File: config.mk
export PLATFORM = sky130hd
export DESIGN_NAME = rgb2hsv_pipe
export DESIGN_NICKNAME = d
export VERILOG_FILES = /design/src/rtl/rgb2hsv_pipe.sv
export SDC_FILE = /design/constraint.sdc
export NUM_CORES = 1
export LEC_CHECK = 0
export BUFFER_PORTS_ARGS = -buffer_cell sky130_fd_sc_hd__buf_2
export CAP_MARGIN = 10
export CORE_MARGIN = 3
export CORE_UTILIZATION = 49
export DETAILED_ROUTE_END_ITERATION = 10
export PLACE_DENSITY = 0.7
export SYNTH_ARGS = -nofsm -noshare
export SYNTH_HDL_FRONTEND = slang
export SYNTH_SLANG_ARGS = --single-unit
export TNS_END_PERCENT = 10
File: constraint.sdc
create_clock -name clk -period 42.6 [get_ports clk]
set_input_delay 2.13 -clock clk [delete_from_list [all_inputs] [get_ports clk]]
set_output_delay 2.13 -clock clk [all_outputs]
set_load 0.02 [all_outputs]
File: src/rtl/rgb2hsv_pipe.sv
// rgb2hsv_pipe: four-stage streaming RGB to HSV converter with valid/ready flow control.
// Ports: clk, reset_n (async active-low); in_valid/in_ready/in_r/in_g/in_b/in_user accept a pixel;
//        out_valid/out_ready/out_h (degrees 0..359)/out_s/out_v/out_user deliver it 4 cycles later.
// Build macro RGB2HSV_THRESH_EN adds th_h_lo/th_h_hi/th_s_min/th_v_min inputs and an out_mask output.
module rgb2hsv_pipe #(
   parameter int COLOR_W = 8,
   parameter int USER_W  = 2
) (
   input  logic               clk,
   input  logic               reset_n,
   input  logic               in_valid,
   output logic               in_ready,
   input  logic [COLOR_W-1:0] in_r,
   input  logic [COLOR_W-1:0] in_g,
   input  logic [COLOR_W-1:0] in_b,
   input  logic [USER_W-1:0]  in_user,
`ifdef RGB2HSV_THRESH_EN
   input  logic [8:0]         th_h_lo,
   input  logic [8:0]         th_h_hi,
   input  logic [COLOR_W-1:0] th_s_min,
   input  logic [COLOR_W-1:0] th_v_min,
   output logic               out_mask,
`endif
   output logic               out_valid,
   input  logic               out_ready,
   output logic [8:0]         out_h,
   output logic [COLOR_W-1:0] out_s,
   output logic [COLOR_W-1:0] out_v,
   output logic [USER_W-1:0]  out_user
);
   // 60 * (+/-(2^COLOR_W-1)) needs COLOR_W+6 magnitude bits plus sign
   localparam int NW = COLOR_W + 7;
   localparam logic signed [NW-1:0] SIXTY = NW'(60);
   logic en;
   logic v1_q, v2_q, v3_q;
   logic [COLOR_W-1:0] r1_q, g1_q, b1_q, max2_q, dlt2_q, max3_q, s3_q;
   logic [USER_W-1:0] u1_q, u2_q, u3_q;
   logic [1:0] dom2_q, dom3_q;
   logic signed [NW-1:0] num2_q;
   logic signed [7:0] hq3_q;
   logic [1:0] dom_d;
   logic [COLOR_W-1:0] max_d, min_d, hden_d, sden_d, s_d;
   logic signed [COLOR_W:0] dif_d;
   logic signed [NW-1:0] num_d;
   logic signed [7:0] hq_d;
   logic signed [9:0] hs_d;
   logic [8:0] h_d;
   assign en       = !out_valid || out_ready;
   assign in_ready = en;
   // dom: 0=R, 1=G, 2=B; ties resolve toward R then G
   always_comb begin
      dom_d = (r1_q >= g1_q && r1_q >= b1_q) ? 2'd0 : (g1_q >= b1_q) ? 2'd1 : 2'd2;
      max_d = dom_d == 2'd0 ? r1_q : dom_d == 2'd1 ? g1_q : b1_q;
      min_d = (r1_q <= g1_q && r1_q <= b1_q) ? r1_q : (g1_q <= b1_q) ? g1_q : b1_q;
      dif_d = dom_d == 2'd0 ? $signed({1'b0, g1_q}) - $signed({1'b0, b1_q}) :
              dom_d == 2'd1 ? $signed({1'b0, b1_q}) - $signed({1'b0, r1_q}) :
                              $signed({1'b0, r1_q}) - $signed({1'b0, g1_q});
      num_d = NW'(dif_d) * SIXTY;
   end
   // |numerator| <= 60*delta, so the hue quotient fits in -60..60; zero divisors only occur with zero numerators
   always_comb begin
      hden_d = dlt2_q == '0 ? COLOR_W'(1) : dlt2_q;
      sden_d = max2_q == '0 ? COLOR_W'(1) : max2_q;
      hq_d   = 8'(num2_q / $signed(NW'(hden_d)));
      s_d    = COLOR_W'(({{COLOR_W{1'b0}}, dlt2_q} * {{COLOR_W{1'b0}}, {COLOR_W{1'b1}}}) /
                        {{COLOR_W{1'b0}}, sden_d});
   end
   // grey pixels land on dom=R with a zero numerator, giving hue 0 without a special case
   always_comb begin
      hs_d = (dom3_q == 2'd0 ? 10'sd0 : dom3_q == 2'd1 ? 10'sd120 : 10'sd240) + 10'(hq3_q);
      h_d  = hs_d < 0 ? 9'(hs_d + 10'sd360) : 9'(hs_d);
   end
`ifdef RGB2HSV_THRESH_EN
   logic mask_d;
   always_comb
      mask_d = s3_q >= th_s_min && max3_q >= th_v_min &&
               (th_h_lo <= th_h_hi ? (h_d >= th_h_lo && h_d <= th_h_hi) : (h_d >= th_h_lo || h_d <= th_h_hi));
`endif
   always_ff @(posedge clk or negedge reset_n)
      if (!reset_n) begin
         {v1_q, v2_q, v3_q, out_valid} <= '0;
         {r1_q, g1_q, b1_q, u1_q} <= '0;
         {max2_q, dlt2_q, dom2_q, num2_q, u2_q} <= '0;
         {hq3_q, s3_q, max3_q, dom3_q, u3_q} <= '0;
         {out_h, out_s, out_v, out_user} <= '0;
`ifdef RGB2HSV_THRESH_EN
         out_mask <= 1'b0;
`endif
      end else if (en) begin
         {v1_q, r1_q, g1_q, b1_q, u1_q} <= {in_valid, in_r, in_g, in_b, in_user};
         {v2_q, max2_q, dlt2_q, dom2_q, num2_q, u2_q} <= {v1_q, max_d, max_d - min_d, dom_d, num_d, u1_q};
         {v3_q, hq3_q, s3_q, max3_q, dom3_q, u3_q} <= {v2_q, hq_d, s_d, max2_q, dom2_q, u2_q};
         {out_valid, out_h, out_s, out_v, out_user} <= {v3_q, h_d, s3_q, max3_q, u3_q};
`ifdef RGB2HSV_THRESH_EN
         out_mask <= mask_d;
`endif
      end
endmodule
Word level (Yosys, flattened, before mapping)
Cells that the tools add are included.

Bits in registers: 118. Output and inout bits: 29. Input port bits: 30.

$add $sub $neg: 6. Reductions and logical operators: 8. Multiplexer cells: 13. $lt $le $gt $ge: 7. $mul: 2. Equality and inequality tests: 2. Divide/modulo/power cells: 2.

Operators by type and width (count): 8-bit 2-to-1 mux (8); 9-bit 2-to-1 mux (3); 8-bit by 8-bit subtractor with 9-bit output (3); 8-bit >= comparator (3); 8-bit less-or-equal comparator (3); 16-bit by 8-bit divider with 16-bit output (1); 8-bit logical NOT (2); 8-bit by 8-bit multiplier with 16-bit output (second input constant) (1); 15-bit by 9-bit divider with 15-bit output (1); 9-bit by 5-bit multiplier with 13-bit output (second input constant) (1); 9-bit by 8-bit adder with 10-bit output (1); 10-bit by 1-bit less-than comparator with 1-bit output (second input constant) (1); 9-bit adder (second input constant) (1); 8-bit subtractor (1); 2-bit by 1-bit equality test with 1-bit output (second input constant) (2); 2-bit logical NOT (2); 2-bit 2-to-1 mux (2); 1-bit logical AND (2); 1-bit logical NOT (1); 1-bit logical OR (1).

Depth between registers and ports, before layout
Word-level depth: 7. Mapped depth: 188.

Worst setup path before layout
OpenSTA, ideal clock, no wires.

Path kind: register to register. From: reg dlt2_q[4]. To: reg s3_q[0]. Arrival: 34.524 ns. Data required time: 42.473 ns. Setup time: 0.127 ns. Buffers on the path: 8. Cell stages (with the launch flop): 178. Setup slack: 7.949 ns. Cells stage by stage: dfrtp_1 -> inv_1 -> fa_1 -> inv_1 -> ha_1 -> a21o_1 -> fa_1 -> inv_1 -> fa_1 -> inv_1 -> ha_1 -> a21oi_1 -> o21bai_1 -> a21oi_1 -> o21bai_1 -> a21oi_1 -> o21bai_1 -> a21oi_1 -> [142 not listed] -> a21oi_1 -> nand2b_1 -> nand2b_1 -> mux2_2 -> nor2_1 -> mux2_2 -> ha_1 -> nor2b_1 -> o21ai_0 -> nand2b_1 -> a21oi_1 -> nor2b_1 -> o21ai_0 -> nand2b_1 -> a211oi_1 -> o21ai_0 -> nor2_1 -> a31oi_1.

Word-level cells in the longest chain between the ends: 2.

Ends and longest elaborated chain: start, declared (RTL line 36) `logic [COLOR_W-1:0] r1_q, g1_q, b1_q, max2_q, dlt2_q, max3_q, s3_q;`; start signal, assigned (RTL line 91) `{v2_q, max2_q, dlt2_q, dom2_q, num2_q, u2_q} <= {v1_q, max_d, max_d - min_d, dom_d, num_d, u1_q};`; 8-bit by 8-bit multiplier with 16-bit output (RTL line 65) `s_d = COLOR_W'(({{COLOR_W{1'b0}}, dlt2_q} * {{COLOR_W{1'b0}}, {COLOR_W{1'b1}}}) /`; 16-bit by 8-bit divider with 16-bit output (RTL line 65); end signal, assigned (RTL line 92) `{v3_q, hq3_q, s3_q, max3_q, dom3_q, u3_q} <= {v2_q, hq_d, s_d, max2_q, dom2_q, u2_q};`; end, declared (RTL line 36).

Every way passes these cells. A chain may end at the register's enable or synchronous reset.

Final worst setup path
Ends and elaborated chain as after synthesis.

==> results.txt <==
vias in the first global route - 18854
Worst-Margin Slew - 1.14 ns
die height - 211 µm
CP bufs+invs - 9
synth top area cells - ha_1 18%, dfrtp_1 14%, nand2_1 5.6%, a21oi_1 4.9%, fa_1 4.7%
Area after DPL - 0.0215 mm²
Slowest Stage Delay on Critical Path - 0.83 ns
total core area - 0.0412 mm²
Worst Setup Start Kind - flip-flop
Top Family by Delay on Critical Path - compound AO/OA/AOI/OAI gates
Clock Tree Buf Depth - 2
most used cell, CP - o21a_1
post-CTS sizing - 0
Final Cell Area - 0.0220 mm²
total negative slack - 0 ns
drt pass-1 iters - 8
ys async rst share - 1.00
I/O pin count - 59
Finished Layout Cells - 3235
final RePlAce weighted congestion - 0.945
#FFs+latches synth - 118
Worst-Skew Late Latency - 0.44 ns
Tmin final - 39.15 ns
Via density - 5.96
DR DRC count - 0
Area Overhead vs Synth - 7.01%
Netlist cell types - 109
Avg WL per Cell - 17.3 µm
largest net degree at the start of global routing - 87
max cap viols - 0
origin of the worst setup path - dlt2_q[4]
cts hold-fix bufs - 0
global-route wire length before repair - 93200 µm
post-synthesis cell count - 2661
Avg Cell Area, Syn - 7.74 µm²
final setup fails - 0
Port Buf Inserts - 58
total number of vias - 19295
Fillers - 3891
Die ar. - 0.0445 mm²
Top FF cell, synth - dfrtp_1
CP Max Fanout - 18
Tcrit/Tclk final - 0.919
WS Path Type - reg2reg
syn nets - 3037
Num CTS Buffers - 17
Hold Violations, Final - 0
total setup buffers inserted after CTS - 0
RSZ-0062 raised after global routing - false
Total Routing Usage GR - 0.251
Post-Syn Area - 0.0206 mm²
placed wire-length estimate - 43800 µm
antenna violations before repair - 0
grt ovf - 0
number of flip-flops in the largest register - 13
Yosys top cell by area - ha_1
Clock Pin Slew Worst Setup and Hold Paths - 0.07 ns
CP required - 42.91 ns
Ys Warns - 0
initial core utilization - 0.500
floorplan row count - 74
Die W - 211 µm
Worst slew margin - 0.238
CTS root buf - clkbuf_16
Reg-to-Reg Start - dlt2_q[4]
Sink Count - 118
Hold WC Path Type - reg2reg
post-placement cell count - 3202
Detail Route Antenna Nets - 0
max frequency - 0.0255 GHz
CTS tree - done
drt total wl - 55900 µm
DRT iter0 DRCs - 1412
Seq/Total Area, Yosys - 0.143
Post-synth EDFFs - 0
outcome - finished, final reports clean
share of the synthesized area in the top cell type - 0.181
Max stage delay cell, worst path - nor2b_1
hold slack - 0.464 ns
WP data arrival - 39.46 ns
Net count, final - 3065
Crit. End Element - flip-flop
CTS H-tree depth - 4
ratio of cells with drive above 1 in the final layout - 0.0914
fin. max-slew vios - 0
Clock Skew - 0.0104 ns
hold path startpoint - out_v[3]
[cell usage in the layout (no fill, tap or decap), drive strengths merged, types with 28 or more instances in the layout]
master    n
xnor2   107
buf      82
mux2     64
a21oi   203
mux2i    39
fa       48
inv     202
o21ai   177
o31ai    54
nand2   306
nor2b    36
and2     28
nand4    38
nor3    113
nand3    36
nand2b   42
xor2     55
o21a    117
a21o     50
nor2    231
ha      298
dfrtp   118
[worst register-to-register path: cells and delay by family (launching register included)]
| kind | cells | cell delay, ns |
|---|---|---|
| XOR/XNOR | 1 | 0.18 |
| buffers and inverters | 9 | 0.88 |
| multiplexers | 7 | 2.37 |
| adder cells (fa/ha/maj) | 21 | 7.05 |
| AND/OR/NAND/NOR | 27 | 6.56 |
| AO/OA/AOI/OAI | 105 | 21.42 |
| flip-flops | 1 | 0.61 |
[cells by family after synthesis]
logic type	count (synthesis)	synth area share
and+or+nand+nor	903	0.206
AOI/OAI and AO/OA	755	0.247
adders and majority gates	347	0.228
buffers and inverters	271	0.0497
xor gates and xnor gates	164	0.0711
DFF	118	0.143
muxes	103	0.0543
[final timing paths]
kind / to / slack [ns] / cells after the start
max: s3_q[0] / 3.45 / 170
min: out_v[3] / 0.46 / 2
max reg2reg: s3_q[0] / 3.45 / 170
min reg2reg: out_v[3] / 0.46 / 2
max in group asynchronous: max2_q[7] / 39.46 / 2
min in group asynchronous: b1_q[5] / 1.69 / 1
[metrics by stage]
| step | util | worst slack, ns |
|---|---|---|
| final | 0.535 | 3.45 |
| after CTS | 0.535 | 3.71 |
| after global routing | 0.535 | 0.0993 |
| after global placement | 0.521 | 4.81 |
| after detailed placement | 0.521 | 3.94 |
| after floorplan | - | 7.95 |
[cell usage after synthesis (all sizes together), types with 38 or more instances]
cell      n
mux2i    39
a21oi   203
nand2   306
mux2     64
o21ai   177
dfrtp   118
nand2b   42
o21a    117
xnor2   107
xor2     55
nand4    38
a21o     50
ha      298
fa       48
nor3    113
clkbuf   62
o31ai    54
nor2    231
inv     197
[layout make-up]
type                    instances  area [µm²]  share of cell area
diodes                          1        2.50            0.000114
clock buffers                  17         425              0.0193
clock inverters                15         146             0.00664
inverters                     198         746              0.0338
multi-input cells            2272       16600               0.755
flip-flops and latches        118        2950               0.134
well taps                     532         666              0.0302
repair buffers                 82         473              0.0215
[routing by layer]
metal  GRT usage  vias to the layer above  part of all wire
met5           0                        -                 0
met3      0.0296                       84             0.046
li1            -                     9582                 -
met4      0.0651                        0             0.021
met2       0.415                      486              0.45
met1       0.348                     9143              0.48
Power is not shown: default switching activity piles up to over one toggle a cycle in this logic, so the estimate is an artifact.
